File: src/rtl/csr_unit.sv
// csr_unit -- machine-mode CSR file and trap sequencer for the single-cycle core.
//
// Executes CSRRW/CSRRS/CSRRC (register and immediate forms) and returns the old
// CSR value to the writeback mux. It synchronizes the UART and timer interrupt
// lines, and redirects the PC on trap entry and on an accepted mret.
//
// Optional feature macro: CSR_MCYCLE_EN adds a 64-bit mcycle counter at
// 0xB00 (low) / 0xB80 (high). Without it those addresses read 0 and ignore writes.
//
// Ports:
//   clk, rst_n            core clock, asynchronous active-low reset
//   instr_valid           instruction retires this cycle (0 = stall)
//   csr_wre, csr_rde      CSR write / read enables from the decoder
//   is_mret               current instruction is mret
//   funct3                CSR op: 001 RW, 010 RS, 011 RC, 101 RWI, 110 RSI, 111 RCI
//   csr_addr              CSR address (instr[31:20])
//   rs1_data, zimm        operand for register / immediate forms
//   pc                    PC of the current instruction
//   ext_irq, timer_irq    asynchronous level interrupt lines
//   csr_rdata             old value of the addressed CSR (0 when csr_rde=0)
//   trap_taken            interrupt accepted; the core squashes this instruction
//   redirect, redirect_pc PC redirect request and target
module csr_unit #(
    parameter logic [31:0] RESET_MTVEC     = 32'h0000_0100,
    parameter int          IRQ_SYNC_STAGES = 2      // legal range 2..3
) (
    input  logic        clk,
    input  logic        rst_n,
    input  logic        instr_valid,
    input  logic        csr_wre,
    input  logic        csr_rde,
    input  logic        is_mret,
    input  logic [2:0]  funct3,
    input  logic [11:0] csr_addr,
    input  logic [31:0] rs1_data,
    input  logic [4:0]  zimm,
    input  logic [31:0] pc,
    input  logic        ext_irq,
    input  logic        timer_irq,
    output logic [31:0] csr_rdata,
    output logic        trap_taken,
    output logic        redirect,
    output logic [31:0] redirect_pc
);

    localparam logic [11:0] A_MSTATUS = 12'h300;
    localparam logic [11:0] A_MIE     = 12'h304;
    localparam logic [11:0] A_MTVEC   = 12'h305;
    localparam logic [11:0] A_MEPC    = 12'h341;
    localparam logic [11:0] A_MCAUSE  = 12'h342;
    localparam logic [11:0] A_MIP     = 12'h344;
`ifdef CSR_MCYCLE_EN
    localparam logic [11:0] A_MCYCLE  = 12'hB00;
    localparam logic [11:0] A_MCYCLEH = 12'hB80;
`endif

    localparam logic [31:0] CAUSE_EXT = 32'h8000_000B;
    localparam logic [31:0] CAUSE_TMR = 32'h8000_0007;

    // ---------------- state ----------------
    logic        mst_mie_q,  mst_mie_d;
    logic        mst_mpie_q, mst_mpie_d;
    logic        meie_q,     meie_d;
    logic        mtie_q,     mtie_d;
    // mtvec/mepc keep all 32 bits; the low two bits are masked on every read.
    logic [31:0] mtvec_q,    mtvec_d;
    logic [31:0] mepc_q,     mepc_d;
    logic [31:0] mcause_q,   mcause_d;

    logic [IRQ_SYNC_STAGES-1:0] ext_sync_q;
    logic [IRQ_SYNC_STAGES-1:0] tmr_sync_q;

    logic meip, mtip;
    assign meip = ext_sync_q[IRQ_SYNC_STAGES-1];
    assign mtip = tmr_sync_q[IRQ_SYNC_STAGES-1];

    // ---------------- read path ----------------
    logic [31:0] old_val, src, new_val;

`ifdef CSR_MCYCLE_EN
    logic [63:0] mcycle_q, mcycle_d;
`endif

    always_comb begin
        old_val = '0;
        case (csr_addr)
            A_MSTATUS: old_val = {24'b0, mst_mpie_q, 3'b0, mst_mie_q, 3'b0};
            A_MIE:     old_val = {20'b0, meie_q, 3'b0, mtie_q, 7'b0};
            A_MIP:     old_val = {20'b0, meip, 3'b0, mtip, 7'b0};
            A_MTVEC:   old_val = {mtvec_q[31:2], 2'b00};
            A_MEPC:    old_val = {mepc_q[31:2], 2'b00};
            A_MCAUSE:  old_val = mcause_q;
`ifdef CSR_MCYCLE_EN
            A_MCYCLE:  old_val = mcycle_q[31:0];
            A_MCYCLEH: old_val = mcycle_q[63:32];
`endif
            default:   old_val = '0;
        endcase
    end

    assign csr_rdata = csr_rde ? old_val : 32'h0;

    assign src = funct3[2] ? {27'b0, zimm} : rs1_data;

    always_comb begin
        case (funct3[1:0])
            2'b01:   new_val = src;
            2'b10:   new_val = old_val | src;
            2'b11:   new_val = old_val & ~src;
            default: new_val = old_val;
        endcase
    end

    // ---------------- trap / mret decision ----------------
    logic pend_ext, pend_tmr, mret_acc, wr_en;

    assign pend_ext   = meip & meie_q;
    assign pend_tmr   = mtip & mtie_q;
    assign trap_taken = instr_valid & mst_mie_q & (pend_ext | pend_tmr);
    assign mret_acc   = is_mret & instr_valid & ~trap_taken;
    assign wr_en      = csr_wre & instr_valid & ~trap_taken;

    assign redirect    = trap_taken | mret_acc;
    assign redirect_pc = mret_acc ? {mepc_q[31:2], 2'b00} : {mtvec_q[31:2], 2'b00};

    // ---------------- next state ----------------
    always_comb begin
        mst_mie_d  = mst_mie_q;
        mst_mpie_d = mst_mpie_q;
        meie_d     = meie_q;
        mtie_d     = mtie_q;
        mtvec_d    = mtvec_q;
        mepc_d     = mepc_q;
        mcause_d   = mcause_q;

        if (wr_en) begin
            case (csr_addr)
                A_MSTATUS: begin
                    mst_mie_d  = new_val[3];
                    mst_mpie_d = new_val[7];
                end
                A_MIE: begin
                    meie_d = new_val[11];
                    mtie_d = new_val[7];
                end
                A_MTVEC:  mtvec_d  = new_val;
                A_MEPC:   mepc_d   = new_val;
                A_MCAUSE: mcause_d = new_val;
                default: ;
            endcase
        end

        // Trap beats mret; either overrides the mstatus bits of a same-cycle write
        // (a trap already suppresses the write entirely).
        if (trap_taken) begin
            mepc_d     = pc;
            mcause_d   = pend_ext ? CAUSE_EXT : CAUSE_TMR;
            mst_mpie_d = mst_mie_q;
            mst_mie_d  = 1'b0;
        end else if (mret_acc) begin
            mst_mie_d  = mst_mpie_q;
            mst_mpie_d = 1'b1;
        end
    end

`ifdef CSR_MCYCLE_EN
    // A write to one half replaces it and suppresses that cycle's increment,
    // so no carry reaches the other half.
    always_comb begin
        mcycle_d = mcycle_q + 64'd1;
        if (wr_en && csr_addr == A_MCYCLE)  mcycle_d = {mcycle_q[63:32], new_val};
        if (wr_en && csr_addr == A_MCYCLEH) mcycle_d = {new_val, mcycle_q[31:0]};
    end

    always_ff @(posedge clk or negedge rst_n) begin
        if (!rst_n) mcycle_q <= '0;
        else        mcycle_q <= mcycle_d;
    end
`endif

    always_ff @(posedge clk or negedge rst_n) begin
        if (!rst_n) begin
            mst_mie_q  <= 1'b0;
            mst_mpie_q <= 1'b0;
            meie_q     <= 1'b0;
            mtie_q     <= 1'b0;
            mtvec_q    <= RESET_MTVEC;
            mepc_q     <= '0;
            mcause_q   <= '0;
        end else begin
            mst_mie_q  <= mst_mie_d;
            mst_mpie_q <= mst_mpie_d;
            meie_q     <= meie_d;
            mtie_q     <= mtie_d;
            mtvec_q    <= mtvec_d;
            mepc_q     <= mepc_d;
            mcause_q   <= mcause_d;
        end
    end

    // Plain flop chains; the last stage is the architectural MEIP/MTIP.
    always_ff @(posedge clk or negedge rst_n) begin
        if (!rst_n) begin
            ext_sync_q <= '0;
            tmr_sync_q <= '0;
        end else begin
            ext_sync_q <= {ext_sync_q[IRQ_SYNC_STAGES-2:0], ext_irq};
            tmr_sync_q <= {tmr_sync_q[IRQ_SYNC_STAGES-2:0], timer_irq};
        end
    end

endmodule
File: config.mk
export PLATFORM = sky130hd
export DESIGN_NAME = csr_unit
export DESIGN_NICKNAME = d
export VERILOG_FILES = /design/src/rtl/csr_unit.sv
export SDC_FILE = /design/constraint.sdc
export NUM_CORES = 1
export LEC_CHECK = 0
export BUFFER_PORTS_ARGS = -buffer_cell sky130_fd_sc_hd__buf_2
export CAP_MARGIN = 20
export CORE_ASPECT_RATIO = 0.75
export CORE_MARGIN = 2
export CORE_UTILIZATION = 50
export CTS_CLUSTER_SIZE = 12
export DETAILED_ROUTE_END_ITERATION = 7
export GPL_ROUTABILITY_DRIVEN = 0
export PLACE_DENSITY = 0.76
export SLEW_MARGIN = 20
export SYNTH_ARGS = -nofsm -noshare
export SYNTH_HDL_FRONTEND = slang
export SYNTH_SLANG_ARGS = --single-unit
File: constraint.sdc
create_clock -name clk -period 2.1 [get_ports clk]
set_input_delay 0.21 -clock clk [delete_from_list [all_inputs] [get_ports clk]]
set_output_delay 0.21 -clock clk [all_outputs]
set_load 0.005 [all_outputs]
==> qor.yml <==
run_status:
  status: "finished, violations left"
  violations: "negative setup slack"
clocking:
  cts_made_buffers: 9
  clk_latency_ns: 0.35
  clkSinkCount: 100
  htreeDepth: 3
  cts_tree: "yes"
  cts.clk_slew.worst_paths_ns: 0.07
  cts_root_buf: "clkbuf_16"
  clockBufferDepth: 2
timing:
  relSlewSlack_pct: 56.9
  fin_crit_ns: 2.23
  rsz0062_at_grt: "yes"
  tightest_slew_ns: 0.646
  finClkSkew_ns: 0.0114
  layout_setup_ws_ns: -0.128
  clock.fmax_ghz: 0.449
  finalCritPeriodShare_pct: 106
  hold_viol_final: 0
  setup_violations: 30
  slew_viol_final: 0
synthesis:
  syn_area_um2: 6390
  yosysSeqAreaShare_pct: 39.2
  yosys_register_bits: 100
  synth-edff-count: 0
  synth_cell_type_count: 51
  synth_warnings: 0
  syn_inst: 751
  synth-async-reset-ratio_pct: 100
  syn_avg_cell_area_um2: 8.52
  synth_ff_type: "dfrtp_1"
floorplanning:
  die_w_um: 135
  core_um2: 12400
  die-area_um2: 13700
  rows: 35
  start_util_pct: 51.6
  die_y_um: 102
  io_pins: 158
cells_and_area:
  final_layout_size_suffix_gt1_share_pct: 30.3
  final_common_cell: "buf_2"
  post-route-util_pct: 67.9
  final_cell_area_um2: 8410
  diodes: 0
  syn2layout_area_growth_pct: 31.6
  final_cell_mix: "buf_2 (139), nand2_1 (113), dfrtp_1 (99)"
  fillers: 1027
  fin_nets: 1019
setup_path:
  crit_type: "reg2out"
  reg2regPathDepth: 8
  start_kind: "flop"
  cp.arrival_ns: 2.02
  worstReg2RegStart: "ext_sync_q[1]"
  worstPathMaxFanout: 11
  end_kind: "output port"
  crit-reg2reg-capture: "mst_mie_q"
  rrSetupSlack_ns: 0.08
  worstPathRequired_ns: 1.89
hold_path:
  min_to: "mepc_q[26]"
  min_from: "pc[26]"
  hold_depth: 3
  hold_class: "in2reg"
job:
  drv_cap: 0
power_and_ir_drop:
  p_seq_share_pct: 44.9
  switching_share_pct: 24.7
  p_sw_mw: 1.07
  clockPowerShare_pct: 41.3
  vdd_drop_max_v: 0.000431
  leakage_nw: 3.76
  p_int_mw: 3.27
  powerDensity_nw_per_um2: 516
  p_comb_share_pct: 13.8
routing:
  dr_total_vias: 6880
  dr_wl_met3_um: 2570
  drtAntennaViolNets: 0
  dr.first_iter.drc_count: 724
  firstDrtPassIters: 8
  wire_per_inst_um: 20.6
  route.detailed.drc: 0
  drt_wl_total_um: 22600
  met1_length_um: 9540
  met2_length_um: 9800
  vias_per_cell: 6.27
  dr.max_layer_used: "met4"
grt:
  grt.overflow.total: 0
  grt_pass1_wl_um: 35000
  grt_pass1_vias: 6501
  grt_usage_pct: 33.2
  grt_max_degree: 44
  antenna_found_initial: 0
placement:
  dp.final_hpwl_um: 15400
  placed_area_um2: 7800
  port_buffers: 153
## cell usage after synthesis, drive strengths merged, types with 4 or more instances
| cell | count | area share (%) |
|---|---|---|
| o31ai | 4 | 0.47 |
| a22oi | 43 | 5.0 |
| nand4 | 4 | 0.39 |
| o22ai | 9 | 0.88 |
| nor2 | 32 | 1.9 |
| o21ai | 119 | 9.3 |
| and3b | 20 | 2.7 |
| buf | 15 | 1.2 |
| a31oi | 4 | 0.39 |
| nand2 | 113 | 6.6 |
| nand3 | 9 | 0.78 |
| a22o | 6 | 0.82 |
| o221ai | 14 | 1.9 |
| mux2 | 31 | 5.5 |
| dfrtp | 99 | 39 |
| a2bb2oi | 7 | 0.96 |
| nor2b | 53 | 5.2 |
| a222oi | 14 | 2.2 |
| xnor2 | 15 | 2.1 |
| inv | 7 | 0.41 |
| mux2i | 6 | 0.94 |
| a21oi | 36 | 2.8 |
| clkbuf | 48 | 2.8 |
| and4 | 4 | 0.55 |
| nand3b | 6 | 0.70 |
## worst max-delay path, cell delays in order (launching register included)
cell and delay (ns):
dfrtp_1 0.42, a22o_4 0.28, a21oi_4 0.19, buf_6 0.14
buf_12 0.15, mux2_2 0.35, buf_2 0.13
## power by group through the flow
| stage | combinational (mW) | sequential, mW | clock (mW) |
|---|---|---|---|
| after global routing | 0.638 | 1.95 | 1.86 |
| final | 0.598 | 1.95 | 1.79 |
| after floorplan | 0.269 | 1.98 | 0 |
| after CTS | 0.587 | 1.95 | 1.81 |
| after detailed placement | 0.549 | 1.99 | 0 |
| after global placement | 0.541 | 1.99 | 0 |
## layout make-up
| cell class | count | area, um^2 | area share, % |
|---|---|---|---|
| Timing Repair Buffer | 227 | 1640 | 19.5 |
| Clock buffer | 14 | 254 | 3.02 |
| Inverter | 7 | 26.3 | 0.312 |
| Sequential cell | 100 | 2500 | 29.8 |
| Clock inverter | 2 | 60.1 | 0.714 |
| Tap cell | 166 | 208 | 2.47 |
| Multi-Input combinational cell | 582 | 3720 | 44.2 |
## registers in the layout, summed over array words and instances (netlist names)
name        count
ext_sync_q      2
mst_mpie_q      1
tmr_sync_q      2
meie_q          1
mtvec_q        30
mst_mie_q       1
mtie_q          1
mepc_q         30
mcause_q       32
## how the worst max path moves through the flow
stage                       start         endpoint  slack [ns]
finish              ext_sync_q[1]  redirect_pc[17]       -0.13
global route        ext_sync_q[1]  redirect_pc[14]       -0.17
CTS                 ext_sync_q[1]  redirect_pc[28]       -0.13
detailed placement    csr_addr[5]       mepc_q[19]       -0.03
global placement      csr_addr[5]        mst_mie_q        0.01
floorplan                  meie_q  redirect_pc[10]        0.16
## metrics by stage
| step | hold WS, ns | cells | setup WS [ns] | power, mW | TNS (ns) |
|---|---|---|---|---|---|
| final | 0.105 | 1098 | -0.128 | 4.34 | -2.64 |
| after global routing | 0.119 | 1098 | -0.168 | 4.45 | -3.81 |
| after CTS | 0.0992 | 1096 | -0.132 | 4.34 | -2.91 |
| after detailed placement | 0.241 | 1071 | -0.0283 | 2.53 | -0.0620 |
| after global placement | 0.233 | 1071 | 0.0130 | 2.53 | 0 |
| after floorplan | -0.0856 | 752 | 0.156 | 2.25 | 0 |
## logic make-up after synthesis
| group | count (synthesis) | share of synthesized area (%) |
|---|---|---|
| AO/OA/AOI/OAI | 269 | 26.7 |
| AND/OR/NAND/NOR | 259 | 21.2 |
| flip-flops | 100 | 39.2 |
| buffers and inverters | 70 | 4.40 |
| multiplexers | 37 | 6.40 |
| XOR/XNOR | 15 | 2.05 |
| other | 1 | 0.0586 |
## layer usage
metal	GRT usage [%]	vias up
li1	-	3106
met5	0	-
met2	51.4	482
met1	45.6	3227
met4	13.5	0
met3	7.84	65
## what timing repair did
item                                   CTS  global route
gates cloned                             2             0
pin swaps                                2             4
setup endpoints to repair               30            36
hold buffers                             3             0
buffers inserted                         4             3
endpoints found under the hold margin   41             0
resized for setup                       27             8
(Power assumes the default switching activity.)
